$ cat src/rtl/sid_link_pkg.sv
// ============================================================================
// sid_link_pkg
// Shared definitions for the SID register-write serial link: bit-period
// derivation, link header bit positions, write-entry type and byte encoders.
// Rev 1.0 - initial release
// ============================================================================
`default_nettype none

package sid_link_pkg;

  // Link header layout of byte0: {1, addr[4:0], data[7:6]}
  localparam int HDR_BIT  = 7;
  localparam int ADDR_MSB = 6;
  localparam int ADDR_LSB = 2;

  // One buffered register write
  typedef struct packed {
    logic [4:0] addr;
    logic [7:0] data;
  } wr_entry_t;

  // Transmit sequencing states
  typedef enum logic [1:0] {
    IDLE    = 2'd0,
    SEND_HI = 2'd1,
    SEND_LO = 2'd2
  } link_state_t;

  // Clock cycles per UART bit
  function automatic int calc_clk_div(input int clk_rate, input int baud);
    return clk_rate / baud;
  endfunction

  // First link byte: header flag, address, top two data bits
  function automatic logic [7:0] enc_hi(input wr_entry_t e);
    logic [7:0] b;
    b                    = '0;
    b[HDR_BIT]           = 1'b1;
    b[ADDR_MSB:ADDR_LSB] = e.addr;
    b[1:0]               = e.data[7:6];
    return b;
  endfunction

  // Second link byte: low six data bits, header flag and bit 6 held low
  function automatic logic [7:0] enc_lo(input wr_entry_t e);
    return {2'b00, e.data[5:0]};
  endfunction

endpackage

`default_nettype wire

$ cat src/rtl/uart_tx.sv
// ============================================================================
// uart_tx
// 8N1 byte serialiser. Accepts a byte over valid/ready and shifts it out LSB
// first. Ready is also raised in the final cycle of the stop bit so that a
// following byte starts with no idle gap.
// Rev 1.0 - initial release
// ============================================================================
`default_nettype none

module uart_tx #(
  parameter int CLK_DIV = 375
) (
  input  logic       clk,
  input  logic       rst,
  input  logic       byte_valid,
  output logic       byte_ready,
  input  logic [7:0] byte_data,
  output logic       tx
);

  localparam int CNT_W = (CLK_DIV > 1) ? $clog2(CLK_DIV) : 1;
  localparam logic [CNT_W-1:0] CNT_RELOAD = CNT_W'(CLK_DIV - 1);

  logic [CNT_W-1:0] baud_cnt;
  logic [3:0]       bit_idx;   // 0 = start, 1..8 = data, 9 = stop
  logic [7:0]       shreg;
  logic             busy;
  logic             bit_end;
  logic             frame_end;

  // Bit boundary and end-of-frame detection
  assign bit_end    = (baud_cnt == '0);
  assign frame_end  = busy && bit_end && (bit_idx == 4'd9);
  assign byte_ready = !busy || frame_end;

  // Baud counter, bit index, shift register and registered line output
  always_ff @(posedge clk or posedge rst) begin
    if (rst) begin
      busy     <= 1'b0;
      baud_cnt <= '0;
      bit_idx  <= '0;
      shreg    <= '0;
      tx       <= 1'b1;
    end else if (byte_valid && byte_ready) begin
      busy     <= 1'b1;
      baud_cnt <= CNT_RELOAD;
      bit_idx  <= '0;
      shreg    <= byte_data;
      tx       <= 1'b0;
    end else if (busy) begin
      if (!bit_end) begin
        baud_cnt <= baud_cnt - 1'b1;
      end else if (bit_idx == 4'd9) begin
        busy <= 1'b0;
      end else begin
        bit_idx  <= bit_idx + 1'b1;
        baud_cnt <= CNT_RELOAD;
        if (bit_idx == 4'd8) begin
          tx <= 1'b1;
        end else begin
          tx    <= shreg[0];
          shreg <= {1'b0, shreg[7:1]};
        end
      end
    end
  end

endmodule

`default_nettype wire

$ cat src/rtl/sid_link_tx.sv
// ============================================================================
// sid_link_tx
// Host-side SID link transmitter: buffers (addr, data) writes in a FIFO,
// encodes each into two link bytes and sends them back to back as 8N1 UART.
// Rev 1.0 - initial release
// ============================================================================
`default_nettype none

module sid_link_tx
  import sid_link_pkg::*;
#(
  parameter int CLK_RATE   = 48000000,
  parameter int BAUD       = 128000,
  parameter int FIFO_DEPTH = 8
) (
  input  logic                        CLK,
  input  logic                        RST,
  input  logic                        WR_VALID,
  output logic                        WR_READY,
  input  logic [4:0]                  WR_ADDR,
  input  logic [7:0]                  WR_DATA,
  output logic                        TX,
  output logic                        BUSY,
  output logic [$clog2(FIFO_DEPTH):0] LEVEL
);

  localparam int CLK_DIV = calc_clk_div(CLK_RATE, BAUD);
  localparam int AW      = $clog2(FIFO_DEPTH);
  localparam logic [AW:0] FULL_LEVEL = (AW+1)'(FIFO_DEPTH);

  wr_entry_t   mem [FIFO_DEPTH];
  logic [AW-1:0] wptr;
  logic [AW-1:0] rptr;
  logic [AW:0]   level;
  logic          push;
  logic          pop;
  logic          empty;
  wr_entry_t     head;
  wr_entry_t     cur;

  link_state_t   state;
  link_state_t   state_nxt;
  logic          byte_valid;
  logic          byte_ready;
  logic [7:0]    byte_data;

  assign empty    = (level == '0);
  assign WR_READY = (level != FULL_LEVEL);
  assign push     = WR_VALID && WR_READY;
  assign head     = mem[rptr];
  assign LEVEL    = level;
  assign BUSY     = (state != IDLE) || !empty;

  // FIFO storage; contents need no reset since level gates every read
  always_ff @(posedge CLK) begin
    if (push) begin
      mem[wptr] <= wr_entry_t'({WR_ADDR, WR_DATA});
    end
  end

  // FIFO pointers and occupancy; simultaneous push and pop leave level as is
  always_ff @(posedge CLK or posedge RST) begin
    if (RST) begin
      wptr  <= '0;
      rptr  <= '0;
      level <= '0;
    end else begin
      if (push) wptr <= wptr + 1'b1;
      if (pop)  rptr <= rptr + 1'b1;
      case ({push, pop})
        2'b10:   level <= level + 1'b1;
        2'b01:   level <= level - 1'b1;
        default: level <= level;
      endcase
    end
  end

  // State register, plus a copy of the popped entry for the second byte
  always_ff @(posedge CLK or posedge RST) begin
    if (RST) begin
      state <= IDLE;
      cur   <= '0;
    end else begin
      state <= state_nxt;
      if (pop) cur <= head;
    end
  end

  // Next-state: advance whenever the serialiser takes the next byte
  always_comb begin
    state_nxt = state;
    case (state)
      IDLE:    if (!empty && byte_ready) state_nxt = SEND_HI;
      SEND_HI: if (byte_ready)           state_nxt = SEND_LO;
      SEND_LO: if (byte_ready)           state_nxt = empty ? IDLE : SEND_HI;
      default:                           state_nxt = IDLE;
    endcase
  end

  // Outputs: byte offered to the serialiser and FIFO pop strobe
  always_comb begin
    byte_valid = 1'b0;
    byte_data  = enc_hi(head);
    pop        = 1'b0;
    case (state)
      IDLE, SEND_LO: begin
        byte_valid = !empty;
        pop        = !empty && byte_ready;
      end
      SEND_HI: begin
        byte_valid = 1'b1;
        byte_data  = enc_lo(cur);
      end
      default: ;
    endcase
  end

  uart_tx #(
    .CLK_DIV (CLK_DIV)
  ) u_uart_tx (
    .clk        (CLK),
    .rst        (RST),
    .byte_valid (byte_valid),
    .byte_ready (byte_ready),
    .byte_data  (byte_data),
    .tx         (TX)
  );

endmodule

`default_nettype wire

$ cat config.mk
export PLATFORM = sky130hd
export DESIGN_NAME = sid_link_tx
export DESIGN_NICKNAME = d
export VERILOG_FILES = /design/src/rtl/sid_link_pkg.sv /design/src/rtl/uart_tx.sv /design/src/rtl/sid_link_tx.sv
export SDC_FILE = /design/constraint.sdc
export NUM_CORES = 1
export LEC_CHECK = 0
export CAP_MARGIN = 10
export CORE_MARGIN = 8
export CORE_UTILIZATION = 63
export CTS_BUF_LIST = sky130_fd_sc_hd__clkbuf_8
export CTS_CLUSTER_SIZE = 16
export DETAILED_ROUTE_END_ITERATION = 6
export PLACE_DENSITY_LB_ADDON = 0.25
export SETUP_SLACK_MARGIN = 0.05
export SKIP_CTS_REPAIR_TIMING = 1
export SYNTH_ARGS = -nofsm -noshare
export SYNTH_HDL_FRONTEND = slang
export SYNTH_SLANG_ARGS = --single-unit
$ cat constraint.sdc
create_clock -name CLK -period 3.9 [get_ports CLK]
set_input_delay 0.585 -clock CLK [delete_from_list [all_inputs] [get_ports CLK]]
set_output_delay 0.585 -clock CLK [all_outputs]
set_load 0.005 [all_outputs]
==> results of run 1 <==
==> state kept, by name (all words and copies together) (netlist names) <==
name,flops
mem,104
u_uart_tx.baud_cnt,9
u_uart_tx.shreg,8
cur,6
LEVEL,4
u_uart_tx.bit_idx,4
rptr,3
wptr,3
state,2
u_uart_tx.busy,1
u_uart_tx.tx,1
==> report_power, final <==
group          total, mW  internal [mW]  switching (mW)
Clock              0.956          0.419           0.538
Combinational      0.749          0.358           0.390
Sequential          2.12           1.94           0.181
Total               3.82           2.71            1.11
==> cells by family after synthesis <==
logic type               count (synthesis)
flip-flops                             145
AND/OR/NAND/NOR                         82
multiplexers                            65
AO/OA/AOI/OAI                           46
buffers and inverters                   23
XOR/XNOR                                17
adder cells (fa/ha/maj)                 10
==> worst reg2reg max path, stage by stage, from the launching register on <==
cell,delay (ns)
dfrtp_1,0.41
inv_1,0.09
ha_1,0.15
or4b_1,0.54
o31a_1,0.29
or3_1,0.34
inv_2,0.10
ha_1,0.24
or3b_2,0.45
o21ai_0,0.09
nand3b_1,0.09
a21oi_1,0.16
xor2_1,0.15
==> cell usage after synthesis (3+ instances only) <==
library cell,count
edfxtp_1,104
dfrtp_1,40
mux2i_1,37
nand2_1,31
o21ai_0,15
mux2_2,14
mux4_2,14
nor2_1,13
xnor2_1,13
nor3_1,11
ha_1,10
inv_1,8
o22ai_1,7
a221oi_1,6
clkbuf_1,6
a21oi_1,5
nand2b_1,5
buf_2,4
or4_1,4
xor2_1,4
nand3_1,3
nand3b_1,3
==> per-layer routing <==
metal	up-vias	wire length [um]	global-route usage, %
met5	-	0	0
met4	0	136	7.45
met3	11	468	6.01
met2	59	5670	31.5
met1	1659	4900	23.3
li1	1579	-	-
==> worst min path at each step <==
| stage | start | to | slack [ns] | cells past startpoint |
|---|---|---|---|---|
| after detailed placement | cur[1] | cur[1] | 0.48 | 2 |
| after global placement | cur[5] | cur[5] | 0.48 | 2 |
| after floorplan | cur[0] | cur[0] | 0.45 | 2 |
| after CTS | cur[1] | cur[1] | 0.49 | 2 |
| after global routing | cur[1] | cur[1] | 0.51 | 2 |
| final | cur[1] | cur[1] | 0.50 | 2 |
==> through the flow <==
stage | worst slack, ns | hold WS (ns) | cells
4_1_cts | 0.719 | 0.494 | 574
3_5_place_dp | 0.772 | 0.482 | 543
6_report | 0.743 | 0.497 | 574
3_3_place_gp | 0.829 | 0.475 | 543
5_1_grt | 0.523 | 0.506 | 574
2_1_floorplan | 0.856 | 0.448 | 388
==> cell type report <==
class	instances	area, sq um	share of cell area (%)
inverter	9	33.8	0.494
clock inverter	14	80.1	1.17
multi-input combinational	220	1850	27.1
clock buffer	17	234	3.42
timing repair buffer	36	325	4.76
sequential	145	4150	60.7
tap	133	166	2.43
==> impl_results.md, run 1 <==
- GRT Overall Usage: approximately 19%
- Critical path class: reg2reg
- Final wirelength: around 11 mm
- Critical path buffers and inverters: 2
- Async S/R FF share, synth: 28.3%
- Period utilisation layout: about four fifths
- Die X: 114 um
- Layout cells sized above 1: between 10% and 20%
- Avg Cell Area, Syn: 15.7 sq um
- Core Area: roughly 9600 sq um
- Crit. End Element: flop
- Clk slew on worst S/H paths: around 0.070 ns
- Worst-Margin Slew: between 1 and 1.5 ns
- Fmax: 0.317 GHz
- Final Hold Viols: 0
- Largest net degree at the start of global routing: 28
- Fin util: a little under three quarters
- Setup crit start: u_uart_tx.baud_cnt[0]
- CP max stage delay: 0.54 ns
- CP delay by family, top: simple AND/OR/NAND/NOR gates
- TritonCTS clock tree: yes
- CTS max path bufs: 2
- Top cells by area, synth: edfxtp_1 51%, dfrtp_1 16%, mux2i_1 6.1%, mux4_2 5.2%, mux2_2 2.6%
- Final Max Slew Viols: 0
- Die Ht: about 110 um
- Vias in the first global route: 3488
- Setup violations, final: 0
- Min Tclk post-route: 3.16 ns
- Final Instance Area: 6840 sq um
- Worst relative slew slack: 28.3%
- Area fraction of the dominant cell type after synthesis: 51.3%
- CTS Buf Count: 17
- Worst path depth: 12
- CTS root buffer: clkbuf_8
- Pleak: roughly 2.4 nW
- Mapped cell area: 6080 sq um
- Final ANT Viol Nets: 0
- Initial antenna violation count: 0
- Global-route wire length before repair: between 15 and 20 mm
- Required @ worst endpoint: between 4 and 5 ns
- Drt first pass iters: 4
- Mux contribution to synthesized area: 13.9%
- XOR/XNOR Fraction of Synth Area: between 2 and 2.5%
- CP max FO: 6
- Crit path to: LEVEL[3]
- Max IR drop VDD: 0.434 mV
- # diodes: 0
- Largest family of logic cells by synthesized area: multiplexers
- Worst path slowest cell: or4b_1
- GRT overflow: 0
- WL/cell: 19.5 um
- Number of synthesized flops with an enable pin: around 100
- R2r worst-path depth: 12
- Placed instance area: 6530 sq um
- Final TNS setup: 0 ns
- Std-Cell Rows: 36
- IO buf count: 22
- I/O pin cnt: 23
- Top FF cell, synth: edfxtp_1
- Crit-path cells: inv_1, ha_1, or4b_1, o31a_1, or3_1, inv_2, ha_1, or3b_2, o21ai_0, nand3b_1, a21oi_1, xor2_1
- Crit path DAT: 3.52 ns
- Clock Skew: approximately 0.018 ns
- Max Cap Viol: 0
- DP HPWL: roughly 7.1 mm
- Pwr dens: roughly 560 nW/um^2
- Skew-Pair Late Insertion Delay: 0.45 ns
- RSZ-0062 raised after global routing: false
- Power Total: between 3 and 4 mW
- Post-synthesis sequential area ratio: approximately two thirds
- Commonest non-fill, non-tap cell in the layout: edfxtp_1
- CP Launch Type: flop
- H-tree depth: 4
- Compound-Gate Fraction of Synth Area: under 10%
- Reg-to-reg endpoint: LEVEL[3]
- Fill count: roughly 640
- Post-synthesis cell type count: between 40 and 50
- Routability congestion estimate: approximately 0.73
- Initial DRC Count: 291
- Post-synthesis adder-cell area fraction: ~2%
- DRC Markers: 0
- Sink Count: around 150
- Area leader, netlist: edfxtp_1
- Post-DR vias/cell: 5.76
- Simple-gate share of the synthesized area: approximately 6.7%
- Nets@finish: around 460
- Cells after Synth: between 300 and 400
- Vias: ~3300
- R2R Setup Slk: around 0.74 ns
- Synth Net Count: between 400 and 500
- Reg2reg start: u_uart_tx.baud_cnt[0]
- Area Growth Syn to Fin: 12.4%
- Warnings, synthesis: 0
- Outcome: complete, no violations
- Initial core utilization: between 60% and 70%
- Crit path top cell by count: ha_1
- Tightest Hold Check Type: reg2reg
- Synth Register Bits: between 100 and 150
- Die area: around 13000 sq um
- Most frequent cells in the layout: 104 x edfxtp_1, 40 x dfrtp_1, 37 x mux2i_1
Note: power is estimated with default switching activity, not from simulation.
==> run 2, diff against run 1 <==
--- a/config.mk
+++ b/config.mk
@@ -7,7 +7,7 @@
 export LEC_CHECK = 0
 export CAP_MARGIN = 10
 export CORE_MARGIN = 8
-export CORE_UTILIZATION = 63
+export CORE_UTILIZATION = 57
 export CTS_BUF_LIST = sky130_fd_sc_hd__clkbuf_8
 export CTS_CLUSTER_SIZE = 16
 export DETAILED_ROUTE_END_ITERATION = 6
==> constraint.sdc (replaced) <==
create_clock -name CLK -period 2.7 [get_ports CLK]
set_input_delay 0.405 -clock CLK [delete_from_list [all_inputs] [get_ports CLK]]
set_output_delay 0.405 -clock CLK [all_outputs]
set_load 0.005 [all_outputs]
==> run 2 against run 1 <==
  * The flow now finishes with violations (setup timing)
  * Fmax is 9.5% higher
  * Worst hold slack worse by 0.10 ns
  * Final cell count grew 5.2%
  * Non-clock buffer count increased by 26
  * Sequential share of layout area shrank 2.4 points
  * Count of clock-buffer cells in the layout unchanged
  * Highest routed layer unchanged
==> impl_results.md, run 2 (synthesis results as in run 1) <==
- Drt first pass iters: 4 (unchanged)
- Skew-Pair Late Insertion Delay: 0.44 ns (about the same)
- Crit-path cells: inv_2, ha_4, or4b_4, o31a_1, or3_4, inv_4, ha_4, or3b_4, o21ai_2, nand3b_1, a21oi_2, xor2_1
- Fmax: 0.347 GHz (+9.5%)
- CP max stage delay: 0.46 ns (-0.08 ns)
- Initial DRC Count: 229 (-21%)
- Final Hold Viols: 0 (unchanged)
- Crit path top cell by count: ha_4
- Outcome: finished, violations left
- Clk slew on worst S/H paths: 0.08 ns (about the same)
- Clock Skew: 0.0120 ns (-0.00571 ns)
- CTS Buf Count: 17 (unchanged)
- Die Ht: 119 um (+4.4%)
- Die area: 14200 sq um (+9.0%)
- Core Area: 10300 sq um (+7.6%)
- Required @ worst endpoint: 3.05 ns (-1.22 ns)
- Setup violations, final: 3 (+3)
- CTS root buffer: clkbuf_8
- I/O pin cnt: 23 (unchanged)
- Initial core utilization: 58.9% (-4.5 points)
- Vias in the first global route: 3560 (+2.1%)
- Max reg flops: 104 (unchanged)
- Most frequent cells in the layout: 104 x edfxtp_1, 40 x buf_4, 38 x dfrtp_1
- Worst path depth: 12 (unchanged)
- Global-route wire length before repair: 18.0 mm (-2.5%)
- Routability congestion estimate: 0.779 (+6.4%)
- Critical path buffers and inverters: 2 (unchanged)
- Tightest Hold Check Type: in2async
- WL/cell: 18.2 um (-6.5%)
- Final Worst Setup Slack: -0.183 ns (-0.926 ns)
- Pwr dens: 812 nW/um^2 (+45%)
- # diodes: 0 (unchanged)
- Final ANT Viol Nets: 0 (unchanged)
- DP HPWL: 7.25 mm (+2.6%)
- Std-Cell Rows: 37 (+2.8%)
- Final TNS setup: -0.435 ns (-0.435 ns)
- Worst-Margin Slew: 1.17 ns (+0.0975 ns)
- Crit. End Element: flop
- R2r worst-path depth: 12 (unchanged)
- Crit path DAT: 3.24 ns (-0.28 ns)
- H-tree depth: 4 (unchanged)
- Max IR drop VDD: 0.467 mV (+7.6%)
- CTS max path bufs: 2 (unchanged)
- Commonest non-fill, non-tap cell in the layout: edfxtp_1
- Regs by FF count: mem (104), u_uart_tx.baud_cnt (9), u_uart_tx.shreg (8)
- CP Launch Type: flop
- Worst relative slew slack: 21.5% (-6.8 points)
- Critical path class: reg2reg
- TritonCTS clock tree: yes
- Nets@finish: 481 (+5.7%)
- DRC Markers: 0 (unchanged)
- Pleak: 2.52 nW (+5.6%)
- CP max FO: 3 (-3)
- Final wirelength: 11.0 mm (-1.6%)
- Min Tclk post-route: 2.88 ns (-0.274 ns)
- Area Growth Syn to Fin: 17.2%
- Hold slack: 0.395 ns (-0.101 ns)
- Largest net degree at the start of global routing: 42 (+50%)
- GRT Overall Usage: 16.4% (-2.8 points)
- Post-DR vias/cell: 5.65 (-2.0%)
- Vias: 3410 (+3.1%)
- Placed instance area: 6720 sq um (+2.9%)
- Initial antenna violation count: 0 (unchanged)
- Sink Count: 145 (unchanged)
- Fin util: 69.0% (-2.3 points)
- Layout cells sized above 1: 25.9% (+8.2 points)
- Largest Register: mem
- RSZ-0062 raised after global routing: true
- Max Cap Viol: 0 (unchanged)
- GRT overflow: 0 (unchanged)
- Worst path slowest cell: or4b_4
- Final Instance Area: 7130 sq um (+4.2%)
- Failing checks: setup timing
- Period utilisation layout: 107% (+26 points)
- Final Max Slew Viols: 0 (unchanged)
- CP delay by family, top: simple AND/OR/NAND/NOR gates
- Die X: 119 um (+4.4%)
- IO buf count: 22 (unchanged)
## run 2: cell count changes in the layout (fill, tap and decap cells not counted), sizes merged
cell	change
dlymetal6s2s	+1
inv	+3
clkinvlp	+1
buf	+26
clkinv	-3
clkdlybuf4s50	-1
## run 2: worst paths after layout
kind | start | end | slack, ns
worst max-delay path | u_uart_tx.baud_cnt[0] | LEVEL[3] | -0.18
worst min-delay path | RST | u_uart_tx.baud_cnt[1] | 0.40
worst max register to register | u_uart_tx.baud_cnt[0] | LEVEL[3] | -0.18
worst min register to register | cur[5] | cur[5] | 0.49
max in group asynchronous | RST | LEVEL[1] | 1.91
min in group CLK | cur[5] | cur[5] | 0.49
## run 2: layout make-up
class                           instances  area, sq um
Clock buffer                           17          234
Clock inverter                         15          106
Fill cell                             695         3200
Inverter                                9         36.3
Multi-Input combinational cell        220         1900
Sequential cell                       145         4150
Tap cell                              136          170
Timing Repair Buffer                   62          523
## run 2: metrics by stage
step,power (mW),instances,setup slack (ns)
finish,5.79,604,-0.183
global route,6.08,604,-0.319
CTS,5.77,599,-0.260
detailed placement,4.32,567,-0.217
global placement,4.25,567,-0.166
floorplan,3.75,388,-0.231
## run 2: tightest hold or removal path, delay by kind of cell
kind / cells / cell delay [ns]
buf+inv: 3 / 0.88
## run 2: report_power, final
group	switching [mW]	internal [mW]
Combinational	0.653	0.670
Clock	0.821	0.636
Sequential	0.211	2.80
## run 2: metal layers
metal / GRT usage (%) / routed length, um / vias up
li1: - / - / 1630
met1: 20.4 / 4870 / 1709
met4: 5.00 / 84 / 0
met2: 27.5 / 5600 / 63
met3: 4.49 / 447 / 8
met5: 0 / 0 / -
